--- src/rtl/ps2_pkg.sv ---
// Shared state type and constants for the PS/2 device-to-host receive path.
package ps2_pkg;

  typedef enum logic [1:0] {
    IDLE,
    DATA,
    PARITY,
    STOP
  } ps2_rx_state_t;

  localparam int unsigned PS2_DATA_BITS = 8;

  // Prefix bytes interpreted downstream by ps2_Top.
  localparam logic [7:0] SC_EXT   = 8'hE0;
  localparam logic [7:0] SC_BREAK = 8'hF0;

endpackage

--- src/rtl/ps2_line_filter.sv ---
// Synchronizes one asynchronous PS/2 line and debounces it: the output level
// follows the synced input only after FILTER_LEN consecutive differing samples.
module ps2_line_filter #(
  parameter int unsigned SYNC_STAGES = 2,
  parameter int unsigned FILTER_LEN  = 4
) (
  input  logic clk,
  input  logic reset_n,
  input  logic i_line,
  output logic o_level
);

  localparam int unsigned CNT_W = $clog2(FILTER_LEN + 1);

  logic [SYNC_STAGES-1:0] r_sync;
  logic [CNT_W-1:0]       r_cnt;
  logic                   w_synced;

  assign w_synced = r_sync[SYNC_STAGES-1];

  // r_cnt counts consecutive synced samples that disagree with the output level.
  always_ff @(posedge clk or negedge reset_n) begin
    if (!reset_n) begin
      r_sync  <= '1;
      r_cnt   <= '0;
      o_level <= 1'b1;
    end else begin
      r_sync <= {r_sync[SYNC_STAGES-2:0], i_line};
      if (w_synced == o_level) begin
        r_cnt <= '0;
      end else if (r_cnt == CNT_W'(FILTER_LEN - 1)) begin
        o_level <= w_synced;
        r_cnt   <= '0;
      end else begin
        r_cnt <= r_cnt + CNT_W'(1);
      end
    end
  end

endmodule

--- src/rtl/ps2_frame_rx.sv ---
// PS/2 device-to-host frame receiver: conditions the raw lines, deserializes
// 11-bit frames and emits one checked scancode byte per frame.
module ps2_frame_rx
  import ps2_pkg::*;
#(
  parameter int unsigned SYNC_STAGES    = 2,
  parameter int unsigned FILTER_LEN     = 4,
  parameter int unsigned TIMEOUT_CYCLES = 100000
) (
  input  logic                     clk,
  input  logic                     reset_n,
  input  logic                     ps2_clk,
  input  logic                     ps2_data,
  output logic [PS2_DATA_BITS-1:0] code,
  output logic                     code_valid,
  output logic                     parity_err,
  output logic                     frame_err,
  output logic                     busy
);

  localparam int unsigned BIT_CNT_W = $clog2(PS2_DATA_BITS);
  localparam int unsigned TO_W      = $clog2(TIMEOUT_CYCLES + 1);

  ps2_rx_state_t            r_state;
  logic [BIT_CNT_W-1:0]     r_bit_cnt;
  logic [PS2_DATA_BITS-1:0] r_shift;
  logic                     r_par;
  logic [TO_W-1:0]          r_to_cnt;
  logic                     r_clk_prev;

  logic w_clk_filt;
  logic w_data_filt;
  logic w_fall;
  logic w_timeout;

  ps2_line_filter #(
    .SYNC_STAGES (SYNC_STAGES),
    .FILTER_LEN  (FILTER_LEN)
  ) u_clk_filter (
    .clk     (clk),
    .reset_n (reset_n),
    .i_line  (ps2_clk),
    .o_level (w_clk_filt)
  );

  ps2_line_filter #(
    .SYNC_STAGES (SYNC_STAGES),
    .FILTER_LEN  (FILTER_LEN)
  ) u_data_filter (
    .clk     (clk),
    .reset_n (reset_n),
    .i_line  (ps2_data),
    .o_level (w_data_filt)
  );

  assign w_fall    = r_clk_prev & ~w_clk_filt;
  assign w_timeout = (r_state != IDLE) && (r_to_cnt == TO_W'(TIMEOUT_CYCLES - 1));

  // Frame FSM; a timeout takes priority over a falling edge in the same cycle.
  always_ff @(posedge clk or negedge reset_n) begin
    if (!reset_n) begin
      r_state    <= IDLE;
      r_bit_cnt  <= '0;
      r_shift    <= '0;
      r_par      <= 1'b0;
      r_to_cnt   <= '0;
      r_clk_prev <= 1'b1;
      code       <= '0;
      code_valid <= 1'b0;
      parity_err <= 1'b0;
      frame_err  <= 1'b0;
      busy       <= 1'b0;
    end else begin
      code_valid <= 1'b0;
      parity_err <= 1'b0;
      frame_err  <= 1'b0;
      r_clk_prev <= w_clk_filt;

      if (r_state == IDLE || w_timeout || w_fall) begin
        r_to_cnt <= '0;
      end else begin
        r_to_cnt <= r_to_cnt + TO_W'(1);
      end

      if (w_timeout) begin
        r_state   <= IDLE;
        busy      <= 1'b0;
        frame_err <= 1'b1;
      end else if (w_fall) begin
        case (r_state)
          IDLE: begin
            if (!w_data_filt) begin
              r_state   <= DATA;
              r_bit_cnt <= '0;
              busy      <= 1'b1;
            end
          end
          DATA: begin
            r_shift[r_bit_cnt] <= w_data_filt;
            r_bit_cnt          <= r_bit_cnt + BIT_CNT_W'(1);
            if (r_bit_cnt == BIT_CNT_W'(PS2_DATA_BITS - 1)) begin
              r_state <= PARITY;
            end
          end
          PARITY: begin
            r_par   <= w_data_filt;
            r_state <= STOP;
          end
          STOP: begin
            r_state <= IDLE;
            busy    <= 1'b0;
            if (!w_data_filt) begin
              frame_err <= 1'b1;
            end else if (!(^{r_shift, r_par})) begin
              parity_err <= 1'b1;
            end else begin
              code       <= r_shift;
              code_valid <= 1'b1;
            end
          end
          default: begin
            r_state <= IDLE;
            busy    <= 1'b0;
          end
        endcase
      end
    end
  end

endmodule

--- config.mk ---
export PLATFORM = sky130hd
export DESIGN_NAME = ps2_frame_rx
export DESIGN_NICKNAME = d
export VERILOG_FILES = /design/src/rtl/ps2_pkg.sv /design/src/rtl/ps2_line_filter.sv /design/src/rtl/ps2_frame_rx.sv
export SDC_FILE = /design/constraint.sdc
export NUM_CORES = 1
export LEC_CHECK = 0
export ABC_CLOCK_PERIOD_IN_PS = 5900
export BUFFER_PORTS_ARGS = -buffer_cell sky130_fd_sc_hd__buf_4
export CAP_MARGIN = 20
export CORE_MARGIN = 1
export CORE_UTILIZATION = 60
export CTS_CLUSTER_SIZE = 12
export DETAILED_ROUTE_END_ITERATION = 16
export PLACE_DENSITY = 0.77
export SLEW_MARGIN = 20
export SYNTH_ARGS = -nofsm -noshare
export SYNTH_HDL_FRONTEND = slang
export SYNTH_SLANG_ARGS = --single-unit
--- constraint.sdc ---
create_clock -name clk -period 5.9 [get_ports clk]
set_input_delay 0.295 -clock clk [delete_from_list [all_inputs] [get_ports clk]]
set_output_delay 0.295 -clock clk [all_outputs]
set_load 0.02 [all_outputs]
==> results.txt <==
PwrDens: 403 nW/um2
Synth Instances: 229
1st-pass router iterations: 4
mapped cell area: 2650 um2
Top FF cell, synth: dfrtp_1
Critical Path Max Stage Delay: 0.52 ns
Top Layer Used: met4
max-cap violation count: 0
max-slew violation count: 0
multiplexer area fraction after synthesis: 9.40%
overall routing resource usage: 20.3%
Total Power: 1.16 mW
Clock Latency Late Sink: 0.30 ns
crit-path max FO: 13
Iter 0 DRT Violations: 73
# rows: 23
Max Clk Rate: 413 MHz
RR Endpoint: code[4]
R2R Path Start: r_to_cnt[0]
die width: 68.4 um
syn avg cell area: 11.6 um2
Post-Synth XOR/XNOR Area: 8.46%
largest family of logic cells by synthesized area: simple AND/OR/NAND/NOR gates
Synth Area in Simple Gates: 17.4%
Yosys cell types: 44
Final period util: 41.1%
# fillers: 313
post-detail-place hpwl: 2910 um
max_slew headroom: 55.3%
RSZ-0062 raised after global routing: no
M1 wire length: 2050 um
largest net degree at the start of global routing: 57
final antenna-violating net count: 0
Post-Synth Adder-Cell Area: 4.25%
Starting Density: 64.3%
DR WL met3: 141 um
commonest non-fill, non-tap cells in the layout: dfrtp_1 (49), nor2_1 (23), nand2_1 (17)
ANT cells: 0
post-synth top area cell: dfrtp_1
Final Hold Vio Count: 0
Max Root-Sink Buffers: 2
H-tree depth reported by CTS: 2
final wirelength: 4110 um
RePlAce Congestion: 0.745
IO Pins: 16
Warnings, synthesis: 0
Die Span Y: 68.4 um
status: finished, final reports clean
critical path class: flip-flop to flip-flop
vias: 1681
share of post-route cells with drive strength above 1: 17.6%
vias in the first global route: 1574
CTS tree: yes
Die Area: 4680 um2
CTS resizes: 0
Synth async-reset ratio: 100%
Core Region: 4120 um2
Clock transition at path regs: 0.09 ns
Num CTS Buffers: 5
setup bufs post-CTS: 0
global-route wire length before repair: 6960 um
Avg WL per Cell: 13.9 um
Crit-path slowest cell: o21ai_2
global route overflow: 0
P_leak: 1.34 nW
CTS Hold Bufs: 0
Post-synth EDFFs: 0
commonest non-fill, non-tap cell in the layout: dfrtp_1
min-delay worst type: input pin to async pin
Final setup viols: 0
clk root buf: clkbuf_8
R2R cell count: 6
#FFs+latches synth: 56
met2 wire len: 1880 um
post-DR vias/cell: 5.70
Sum Neg Setup Slack: 0 ns
R2R setup slack: 3.48 ns
worst vdd ir: 0.263 mV
Final Net Count: 257
Critical Path Start: r_to_cnt[0]
crit path cell chain: ha_1, and4_1, nand4_1, o21ai_2, nor2_8, mux2_4
Tmin final: 2.42 ns
Setup crit end kind: flip-flop
post-synth net total: 242
Compound-Gate Fraction of Synth Area: 5.25%
area growth from synthesis to layout: 8.93%
clock skew: 0.00664 ns
Critical Path RT: 6.09 ns
Clock Sinks: 56
WP data arrival: 2.61 ns
drt drc: 0
CP startpoint kind: flip-flop
initial antenna violation count: 0
Area contributors post-synth: dfrtp_1 (46%), dfstp_2 (6.9%), xnor2_1 (4.3%)
Slew @ Worst Pin: 0.670 ns
top cell type's share of synthesized area: 46.3%
IO Port Bufs: 15
post-synthesis sequential area ratio: 53.3%
## through the flow
step | cells | worst slack, ns | utilization [%] | instance area, um2 | hold slack [ns]
5_1_grt | 295 | 3.28 | 70.1 | 2880 | 0.0714
2_1_floorplan | 229 | 4.02 | - | 2650 | -0.000591
6_report | 295 | 3.48 | 70.1 | 2880 | 0.0225
4_1_cts | 295 | 3.46 | 70.1 | 2880 | 0.0479
3_5_place_dp | 287 | 3.47 | 67.9 | 2790 | 0.351
3_3_place_gp | 287 | 3.61 | 67.9 | 2790 | 0.347
## logic make-up after synthesis
group                    Yosys count
flip-flops                        56
adder cells (fa/ha/maj)            9
AO/OA/AOI/OAI                     21
XOR/XNOR                          23
AND/OR/NAND/NOR                   87
multiplexers                      20
buffers and inverters             13
## sequential cells by signal (all words and copies together), names as in the netlist, 2 cells and up
name	flops
r_bit_cnt	3
u_data_filter.r_cnt	3
r_to_cnt	17
code	8
r_shift	8
u_clk_filter.r_sync	2
u_clk_filter.r_cnt	3
u_data_filter.r_sync	2
r_state	2
## how the worst max path moves through the flow
stage,to,cells past startpoint
3_5_place_dp,code[2],6
6_report,code[4],6
5_1_grt,r_shift[7],6
2_1_floorplan,r_shift[0],6
3_3_place_gp,code[4],6
4_1_cts,code[4],6
## per-layer routing
metal / vias to the layer above / GRT usage, %
li1: 822 / -
met1: 829 / 27.3
met2: 25 / 32.7
met3: 5 / 5.50
met4: 0 / 4.69
met5: - / 0
## where the power goes
group | internal [mW] | switching [mW] | total, mW
Combinational | 0.183 | 0.223 | 0.405
Clock | 0.0960 | 0.112 | 0.208
Sequential | 0.469 | 0.0806 | 0.549
Total | 0.747 | 0.415 | 1.16
## Yosys cell counts (3+ instances only)
master / count
nor2b_1: 4
nand4_1: 6
clkbuf_1: 4
or3_1: 3
dfstp_2: 7
nor3b_1: 4
o21ai_0: 4
a21oi_1: 6
nand3_1: 6
mux2_4: 7
inv_1: 6
xnor2_1: 13
dfrtp_1: 49
o211ai_1: 3
and3_1: 3
ha_1: 9
nor2_1: 23
nor3_1: 8
mux2_1: 9
nand2_1: 17
xor2_1: 8
## area by class of cell
| type | instances | area, um2 | area share [%] |
|---|---|---|---|
| Inverter | 6 | 22.5 | 0.781 |
| Multi-Input combinational cell | 160 | 1190 | 41.1 |
| Clock buffer | 8 | 90.1 | 3.12 |
| Tap cell | 50 | 62.6 | 2.17 |
| Sequential cell | 56 | 1410 | 48.9 |
| Timing Repair Buffer | 15 | 113 | 3.90 |
## critical path, delay by kind of cell (launching register included)
family                     cells  cell delay (ns)
AOI/OAI and AO/OA              1             0.52
muxes                          1             0.31
and+or+nand+nor                3             0.85
DFF                            1             0.41
adders and majority gates      1             0.23
Power figures use the tool's default switching activity.
